`src/rtl/axil_pkg.sv`:
```
// -----------------------------------------------------------------------------
// axil_pkg
// Shared parameters and types for the AXI-Lite interconnect arbiters.
//   NUMBER_MASTER    : number of masters on the interconnect (>= 2)
//   MASTER_IDX_WIDTH : width of a master index / round-robin pointer
//   arb_state_t      : transaction FSM states shared by read and write arbiters
// -----------------------------------------------------------------------------
package axil_pkg;

   localparam int NUMBER_MASTER    = 4;
   localparam int MASTER_IDX_WIDTH = $clog2(NUMBER_MASTER);

   typedef enum logic [1:0] {
      ARB_IDLE = 2'd0,
      ARB_ADDR = 2'd1,
      ARB_DATA = 2'd2
   } arb_state_t;

endpackage : axil_pkg

```
`src/rtl/axil_rr_select.sv`:
```
// -----------------------------------------------------------------------------
// axil_rr_select
// Combinational round-robin selector. Starting at index ptr and searching
// upward modulo NUMBER_MASTER, picks the first asserted request bit.
// Ports:
//   req        in  [NUMBER_MASTER-1:0]    request vector
//   ptr        in  [MASTER_IDX_WIDTH-1:0] highest-priority index
//   winner     out [NUMBER_MASTER-1:0]    one-hot winner (zero if no request)
//   winner_idx out [MASTER_IDX_WIDTH-1:0] binary winner index (zero if none)
//   any_req    out                        at least one request present
// -----------------------------------------------------------------------------
module axil_rr_select
   import axil_pkg::*;
(
   input  logic [NUMBER_MASTER-1:0]    req,
   input  logic [MASTER_IDX_WIDTH-1:0] ptr,
   output logic [NUMBER_MASTER-1:0]    winner,
   output logic [MASTER_IDX_WIDTH-1:0] winner_idx,
   output logic                        any_req
);

   localparam int SUM_WIDTH = MASTER_IDX_WIDTH + 1;

   logic [SUM_WIDTH-1:0]        cand_s;
   logic [MASTER_IDX_WIDTH-1:0] idx_s;
   logic                        found_s;

   // Rotating priority search: candidate index is (ptr + i) mod NUMBER_MASTER.
   // The sum fits in SUM_WIDTH bits since ptr and i are both below NUMBER_MASTER.
   always_comb begin
      cand_s  = '0;
      idx_s   = '0;
      found_s = 1'b0;
      for (int i = 0; i < NUMBER_MASTER; i++) begin
         cand_s = {1'b0, ptr} + SUM_WIDTH'(i);
         if (cand_s >= SUM_WIDTH'(NUMBER_MASTER)) begin
            cand_s = cand_s - SUM_WIDTH'(NUMBER_MASTER);
         end else begin
            cand_s = cand_s;
         end
         if (!found_s && req[cand_s[MASTER_IDX_WIDTH-1:0]]) begin
            found_s = 1'b1;
            idx_s   = cand_s[MASTER_IDX_WIDTH-1:0];
         end else begin
            found_s = found_s;
         end
      end
   end

   // Decode the selected index into the one-hot winner vector.
   always_comb begin
      winner = '0;
      if (found_s) begin
         winner[idx_s] = 1'b1;
      end else begin
         winner = '0;
      end
   end

   assign winner_idx = idx_s;
   assign any_req    = found_s;

endmodule : axil_rr_select

```
`src/rtl/axil_arbiter_rd.sv`:
```
// -----------------------------------------------------------------------------
// axil_arbiter_rd
// Per-slave read-channel arbiter. Grants one requesting master (round-robin)
// for a complete read transaction: AR handshake followed by R handshake.
// Only one read is outstanding per slave; at least one idle cycle separates
// consecutive grants.
// Ports:
//   aclk            in   clock, rising edge
//   aresetn         in   synchronous active-low reset
//   req_rd          in   [NUMBER_MASTER-1:0] decoded per-master read requests
//   s_axil_arvalid  in   muxed ARVALID at the slave
//   s_axil_arready  in   slave ARREADY
//   s_axil_rvalid   in   slave RVALID
//   s_axil_rready   in   muxed RREADY at the slave
//   grant_rd        out  [NUMBER_MASTER-1:0] registered one-hot grant, 0 idle
//   grant_idx       out  [MASTER_IDX_WIDTH-1:0] registered grant index, 0 idle
//   busy_rd         out  high while a transaction owns the slave
// -----------------------------------------------------------------------------
module axil_arbiter_rd
   import axil_pkg::*;
(
   input  logic                        aclk,
   input  logic                        aresetn,
   input  logic [NUMBER_MASTER-1:0]    req_rd,
   input  logic                        s_axil_arvalid,
   input  logic                        s_axil_arready,
   input  logic                        s_axil_rvalid,
   input  logic                        s_axil_rready,
   output logic [NUMBER_MASTER-1:0]    grant_rd,
   output logic [MASTER_IDX_WIDTH-1:0] grant_idx,
   output logic                        busy_rd
);

   arb_state_t                  state_r;
   arb_state_t                  state_nxt_s;
   logic [NUMBER_MASTER-1:0]    grant_r;
   logic [NUMBER_MASTER-1:0]    grant_nxt_s;
   logic [MASTER_IDX_WIDTH-1:0] idx_r;
   logic [MASTER_IDX_WIDTH-1:0] idx_nxt_s;
   logic                        busy_r;
   logic                        busy_nxt_s;
   logic [MASTER_IDX_WIDTH-1:0] ptr_r;
   logic [MASTER_IDX_WIDTH-1:0] ptr_nxt_s;

   logic [NUMBER_MASTER-1:0]    winner_s;
   logic [MASTER_IDX_WIDTH-1:0] winner_idx_s;
   logic                        any_req_s;

   axil_rr_select u_rr_select (
      .req        (req_rd),
      .ptr        (ptr_r),
      .winner     (winner_s),
      .winner_idx (winner_idx_s),
      .any_req    (any_req_s)
   );

   // Next-state and next-output logic. Requests are only looked at in IDLE,
   // so a master withdrawing its request mid-transaction does not drop the grant.
   always_comb begin
      state_nxt_s = state_r;
      grant_nxt_s = grant_r;
      idx_nxt_s   = idx_r;
      busy_nxt_s  = busy_r;
      ptr_nxt_s   = ptr_r;
      case (state_r)
         ARB_IDLE: begin
            if (any_req_s) begin
               state_nxt_s = ARB_ADDR;
               grant_nxt_s = winner_s;
               idx_nxt_s   = winner_idx_s;
               busy_nxt_s  = 1'b1;
            end else begin
               state_nxt_s = ARB_IDLE;
               grant_nxt_s = '0;
               idx_nxt_s   = '0;
               busy_nxt_s  = 1'b0;
            end
         end
         ARB_ADDR: begin
            if (s_axil_arvalid && s_axil_arready) begin
               state_nxt_s = ARB_DATA;
            end else begin
               state_nxt_s = ARB_ADDR;
            end
         end
         ARB_DATA: begin
            if (s_axil_rvalid && s_axil_rready) begin
               state_nxt_s = ARB_IDLE;
               grant_nxt_s = '0;
               idx_nxt_s   = '0;
               busy_nxt_s  = 1'b0;
               // Previous winner becomes lowest priority.
               if (idx_r == MASTER_IDX_WIDTH'(NUMBER_MASTER - 1)) begin
                  ptr_nxt_s = '0;
               end else begin
                  ptr_nxt_s = idx_r + MASTER_IDX_WIDTH'(1);
               end
            end else begin
               state_nxt_s = ARB_DATA;
            end
         end
         default: begin
            state_nxt_s = ARB_IDLE;
            grant_nxt_s = '0;
            idx_nxt_s   = '0;
            busy_nxt_s  = 1'b0;
            ptr_nxt_s   = '0;
         end
      endcase
   end

   // State and output registers with synchronous active-low reset.
   always_ff @(posedge aclk) begin
      if (!aresetn) begin
         state_r <= ARB_IDLE;
         grant_r <= '0;
         idx_r   <= '0;
         busy_r  <= 1'b0;
         ptr_r   <= '0;
      end else begin
         state_r <= state_nxt_s;
         grant_r <= grant_nxt_s;
         idx_r   <= idx_nxt_s;
         busy_r  <= busy_nxt_s;
         ptr_r   <= ptr_nxt_s;
      end
   end

   assign grant_rd  = grant_r;
   assign grant_idx = idx_r;
   assign busy_rd   = busy_r;

endmodule : axil_arbiter_rd

```
`config.mk`:
```
export PLATFORM = sky130hd
export DESIGN_NAME = axil_arbiter_rd
export DESIGN_NICKNAME = d
export VERILOG_FILES = /design/src/rtl/axil_pkg.sv /design/src/rtl/axil_rr_select.sv /design/src/rtl/axil_arbiter_rd.sv
export SDC_FILE = /design/constraint.sdc
export NUM_CORES = 1
export LEC_CHECK = 0
export CAP_MARGIN = 5
export CORE_AREA = 2 2 39 41
export DETAILED_ROUTE_END_ITERATION = 7
export DIE_AREA = 0 0 41 43
export GPL_TIMING_DRIVEN = 0
export PLACE_DENSITY = 0.72
export SKIP_LAST_GASP = 1
export SYNTH_ARGS = -nofsm -noshare
export SYNTH_HDL_FRONTEND = slang
export SYNTH_SLANG_ARGS = --single-unit
```
`constraint.sdc`:
```
create_clock -name aclk -period 2.9 [get_ports aclk]
set_clock_uncertainty 0.1 [all_clocks]
set_input_delay 0.725 -clock aclk [delete_from_list [all_inputs] [get_ports aclk]]
set_output_delay 0.725 -clock aclk [all_outputs]
set_load 0.005 [all_outputs]
```
==> flow_metrics.py <==
metrics = {
    "global_route": {
        "use_met1_pct": 20.0,
        "grt_use_total_pct": 14.9,
        "overflow": 0,
        "grt.busiest_layer": "met2",
        "grt_pass1_vias": 449,
        "grt_pass1_wl_mm": 1.81,
        "use_met3_pct": 3.14,
        "grt_max_degree": 8,
        "antenna_found_initial": 0,
        "use_met2_pct": 22.5,
    },
    "synth": {
        "ys_warn_count": 0,
        "yosysTopAreaCell": "dfxtp_1",
        "synth_edf_count": 0,
        "yosys_register_bits": 11,
        "synth_nets": 68,
        "synth_commonest_cells": "11 x dfxtp_1, 5 x nand2b_1, 3 x a21oi_1, 3 x a22o_1, 3 x nand2_1",
        "async_reset_ff_share_pct": 0,
        "syn_inst": 57,
        "synth_top_area_share_pct": 40.4,
        "ys.flop_type": "dfxtp_1",
        "synth_area_um2": 546,
        "ys_seq_area_share_pct": 40.4,
        "synthTopCellsByArea": "dfxtp_1 40%, nand2b_1 5.7%, a22o_1 4.8%, o2bb2ai_1 3.2%, a21oi_1 2.8%",
        "synth.most_common_cell": "dfxtp_1",
        "synth.distinct_cells": 29,
        "syn_area_per_cell_um2": 9.57,
    },
    "floorplan": {
        "pin_count": 17,
        "coreArea_um2": 1380,
        "die_h_um": 43,
        "dieWidth_um": 41,
        "rows": 14,
        "dieArea_um2": 1760,
        "start_util_pct": 39.4,
    },
    "hold_path": {
        "hp-class": "register to register",
        "hold_end": "busy_rd",
        "min_from": "busy_rd",
        "min_path_cells": 1,
    },
    "setup_path": {
        "start_kind": "input pin",
        "r2r_end": "grant_rd[3]",
        "cp.arrival_ns": 2.16,
        "cp.required_ns": 2.96,
        "crit_buf_inv": 2,
        "regToRegSetupSlack_ns": 1.47,
        "slowest_delay_ns": 0.56,
        "crit_chain": "clkdlybuf4s50_1 > inv_1 > o32ai_1 > nor2_1 > a22o_1",
        "critPathMaxFanout": 5,
        "r2r-start": "ptr_r[1]",
        "reg2reg_depth": 4,
        "endpoint_kind": "register",
        "critPathKind": "input pin to register",
        "path_delay_family": "compound AO/OA/AOI/OAI gates",
        "slowest_stage": "clkdlybuf4s50_1",
    },
    "sta": {
        "worst_slack_ns": 0.795,
        "slew_headroom_pct": 66.8,
        "worstMarginPinSlew_ns": 0.496,
        "finalSetupViolCount": 0,
        "fmax_mhz": 475,
        "holdWs_ns": 0.359,
        "hold_viol_final": 0,
        "rsz0062_at_grt": "false",
        "finalCriticalPeriod_ns": 2.10,
        "min_period_over_period_pct": 72.6,
        "slew_violations": 0,
        "finalSetupTns_ns": 0,
    },
    "route": {
        "firstDrtPassIters": 4,
        "drtIter0Drc": 10,
        "drc": 0,
        "via_count": 478,
        "vias_per_cell": 5.14,
        "wl_per_cell_um": 11.6,
        "drt_wl_total_mm": 1.08,
        "ant_nets": 0,
    },
    "cells_and_area": {
        "final_area_um2": 752,
        "antenna_cells": 0,
        "nNetsFinal": 89,
        "post_route_cells_drive_above_1_share_pct": 13.0,
        "fill_cells": 135,
        "area.growth.synth_to_final_pct": 37.8,
        "final_core_util_pct": 54.3,
    },
    "pwr": {
        "leakage_nw": 0.284,
        "ir_drop_mv": 0.313,
        "power.density_nw_per_um2": 435,
    },
    "cts": {
        "cts_resized": 0,
        "clock_tree.buffer_depth": 2,
        "post_cts_buffers": 0,
        "clock-sinks": 11,
        "clkLatencyLatePin_ns": 0.26,
        "clockRootBuffer": "clkbuf_4",
        "cts.htree.levels": 1,
        "hold_buffers": 0,
        "cts_tree": "done",
        "cts_made_buffers": 3,
        "cts.clk_slew.worst_paths_ns": 0.07,
    },
    "job": {
        "timing.max_cap.violations": 0,
    },
    "place": {
        "hpwl_um": 847,
        "pre_cts_ws_ns": 0.531,
        "postPlaceCellArea_um2": 726,
        "port_buffers": 16,
        "gp_congestion": 0.692,
    },
    "outcome": {
        "outcome": "finished clean",
    },
}
## cells by family after synthesis
| group | after synthesis | share of synthesized area, % |
|---|---|---|
| buffers and inverters | 2 | 1.38 |
| AO/OA/AOI/OAI | 18 | 25.5 |
| flip-flops | 11 | 40.4 |
| multiplexers | 1 | 1.83 |
| AND/OR/NAND/NOR | 24 | 28.7 |
| adder cells (fa/ha/maj) | 1 | 2.29 |
## flip-flops by register name (all words and copies together) (netlist names)
signal and cells:
grant_idx 2, ptr_r 2, state_r 2, busy_rd 1, grant_rd 4
## cells in the final DEF (no fill, tap or decap), types with 2 or more instances in the layout
master / n
a21o_1: 2
a21oi_1: 3
a22o_1: 3
and2_1: 2
clkbuf_4: 3
clkdlybuf4s50_1: 16
dfxtp_1: 11
inv_1: 2
nand2_1: 3
nand2b_1: 5
nand3_1: 2
nor2_1: 2
nor2b_1: 2
o21ai_1: 2
o2bb2ai_1: 2
## area by class of cell
type	instances	area [µm²]	share of cell area, %
Timing Repair Buffer	16	160	21.3
Tap cell	16	20.0	2.66
Sequential cell	11	220	29.3
Multi-Input combinational cell	44	318	42.3
Clock buffer	4	26.3	3.49
Inverter	2	7.51	0.998
## worst reg2reg max path: stages (launching register included)
cell and delay, ns:
dfxtp_1 0.42, nand2_1 0.13, a311oi_2 0.35, nor3b_2 0.11, a22o_1 0.21
## how the worst max path moves through the flow
stage                   start      endpoint  slack (ns)  depth (start not counted)
global route        req_rd[2]   grant_rd[3]        0.73                          5
global placement    req_rd[2]   grant_rd[3]        0.54                          5
floorplan           req_rd[2]   grant_rd[2]        1.21                          4
detailed placement  req_rd[2]  grant_idx[0]        0.53                          5
finish              req_rd[2]  grant_idx[0]        0.80                          5
CTS                 req_rd[2]  grant_idx[0]        0.80                          5
## routing by layer
metal / up-vias / share of wire [%]
met5: - / 0
met4: 0 / 0
met3: 0 / 5.0
met2: 12 / 44
met1: 216 / 51
li1: 250 / -
## stage by stage
stage / power, mW / instances
after floorplan: 0.195 / 57
after global placement: 0.227 / 89
after detailed placement: 0.227 / 89
after CTS: 0.328 / 93
after global routing: 0.344 / 93
final: 0.327 / 93
## power breakdown
group / leakage (nW) / switching, mW / internal (mW)
Sequential: 0.0900 / 0.00684 / 0.159
Combinational: 0.179 / 0.0225 / 0.0351
Clock: 0.0150 / 0.0500 / 0.0531
Total: 0.284 / 0.0794 / 0.247
Note: power is estimated with default switching activity, not from simulation.
==> variant (same flow settings) <==
The 3 states of `arb_state_t` get a one-hot encoding in 3 bits.
--- a/src/rtl/axil_pkg.sv
+++ b/src/rtl/axil_pkg.sv
@@ -10,10 +10,10 @@
    localparam int NUMBER_MASTER    = 4;
    localparam int MASTER_IDX_WIDTH = $clog2(NUMBER_MASTER);
 
-   typedef enum logic [1:0] {
-      ARB_IDLE = 2'd0,
-      ARB_ADDR = 2'd1,
-      ARB_DATA = 2'd2
+   typedef enum logic [2:0] {
+      ARB_IDLE = 3'b001,
+      ARB_ADDR = 3'b010,
+      ARB_DATA = 3'b100
    } arb_state_t;
 
 endpackage : axil_pkg
Formal check against the unedited RTL: no difference found for any inputs over 10 cycles, from zero or initial values and one cycle with aresetn low; not proved beyond that.
==> variant against the original RTL <==
  * Sequential cell count increased by 1
  * Count of clock-buffer cells in the layout is the same
  * Wire length is 24% higher
  * Power rose by 24%
  * Cell count rose by 14%
  * Setup slack worse by 0.13 ns
  * Final area up 12%
  * Synthesized area increased by 15%
  * Critical path type unchanged
  * Synthesized cell count rose by 23%
==> variant: results (changes against the original RTL) <==
[logic_synthesis]
synthAdderAreaFrac = 0.0199  ; was 0.0229
synth_xor_area_frac = 0.0139  ; was 0
synthesis.nets = 81  ; was 68
ys_types = 31  ; was 29
synth_area_leaders = dfxtp_1 (38%), a32o_1 (8.0%), a21oi_1 (5.6%)  ; was dfxtp_1 (40%), nand2b_1 (5.7%), a22o_1 (4.8%)
synthCells = 70  ; was 57
ys_seq_area_frac = 0.382  ; was 0.404

[pwr]
seqPwrFrac = 0.454  ; was 0.508
leakagePower_uw = 0.000298  ; was 0.000284 uW
ir_drop_mv = 0.391  ; was 0.313 mV

[cells_and_area]
clock_area_frac = 0.0430  ; was 0.0349
fillers = 144  ; was 135
multi_input_area_share = 0.444  ; was 0.423
inv_count = 1  ; was 2
seq_cells = 12  ; was 11
drive_gt1_frac = 0.0667  ; was 0.130
n_all_buffers = 18  ; was 16

[worst_setup_path]
rr_endpoint = grant_rd[0]  ; was grant_rd[3]
arrival_ns = 2.29  ; was 2.16 ns
crit_slowest_cell = or4_1  ; was clkdlybuf4s50_1
ff2ff_setup_slack_ns = 1.23  ; was 1.47 ns

[drt]
wire_per_inst_um = 12.6  ; was 11.6 um

[global_routing]
grt_pass1_vias = 547  ; was 449
met2_usage = 0.281  ; was 0.225
grt_first_pass_wirelength_mm = 2.16  ; was 1.81 mm
grt_use_met3 = 0.0471  ; was 0.0314
grt_max_degree = 11  ; was 8

[place]
globalplace.congestion = 0.710  ; was 0.692
place_hpwl_mm = 1.03  ; was 847 um

[sta]
max_slew_margin = 0.707  ; was 0.668
whs_ns = 0.371  ; was 0.359 ns

[outcome]
status = finished, final reports clean  ; unchanged

[variant: cell count changes in the layout (fill, tap and decap cells not counted), moves of 2 or more]
cell,unedited run,this run
a32o_1,0,5
a21oi_1,3,7
o21a_1,0,4
a22o_1,3,0
nor2_1,2,5
nor3b_1,1,4
nand3_1,2,0
o21ai_1,2,0
[variant: stage by stage]
stage | area [um^2] | setup WS, ns
2_1_floorplan | 628 | 0.981
3_3_place_gp | 808 | 0.396
3_5_place_dp | 808 | 0.409
4_1_cts | 845 | 0.686
5_1_grt | 845 | 0.577
6_report | 845 | 0.668
[variant: worst max path at each step]
stage              start           to  slack [ns]  depth (start not counted)
2_1_floorplan  req_rd[2]  grant_rd[0]        0.98                          4
3_3_place_gp   req_rd[3]  grant_rd[1]        0.40                          5
3_5_place_dp   req_rd[3]  grant_rd[3]        0.41                          5
4_1_cts        req_rd[3]  grant_rd[3]        0.69                          5
5_1_grt        req_rd[3]  grant_rd[1]        0.58                          5
6_report       req_rd[3]  grant_rd[3]        0.67                          5
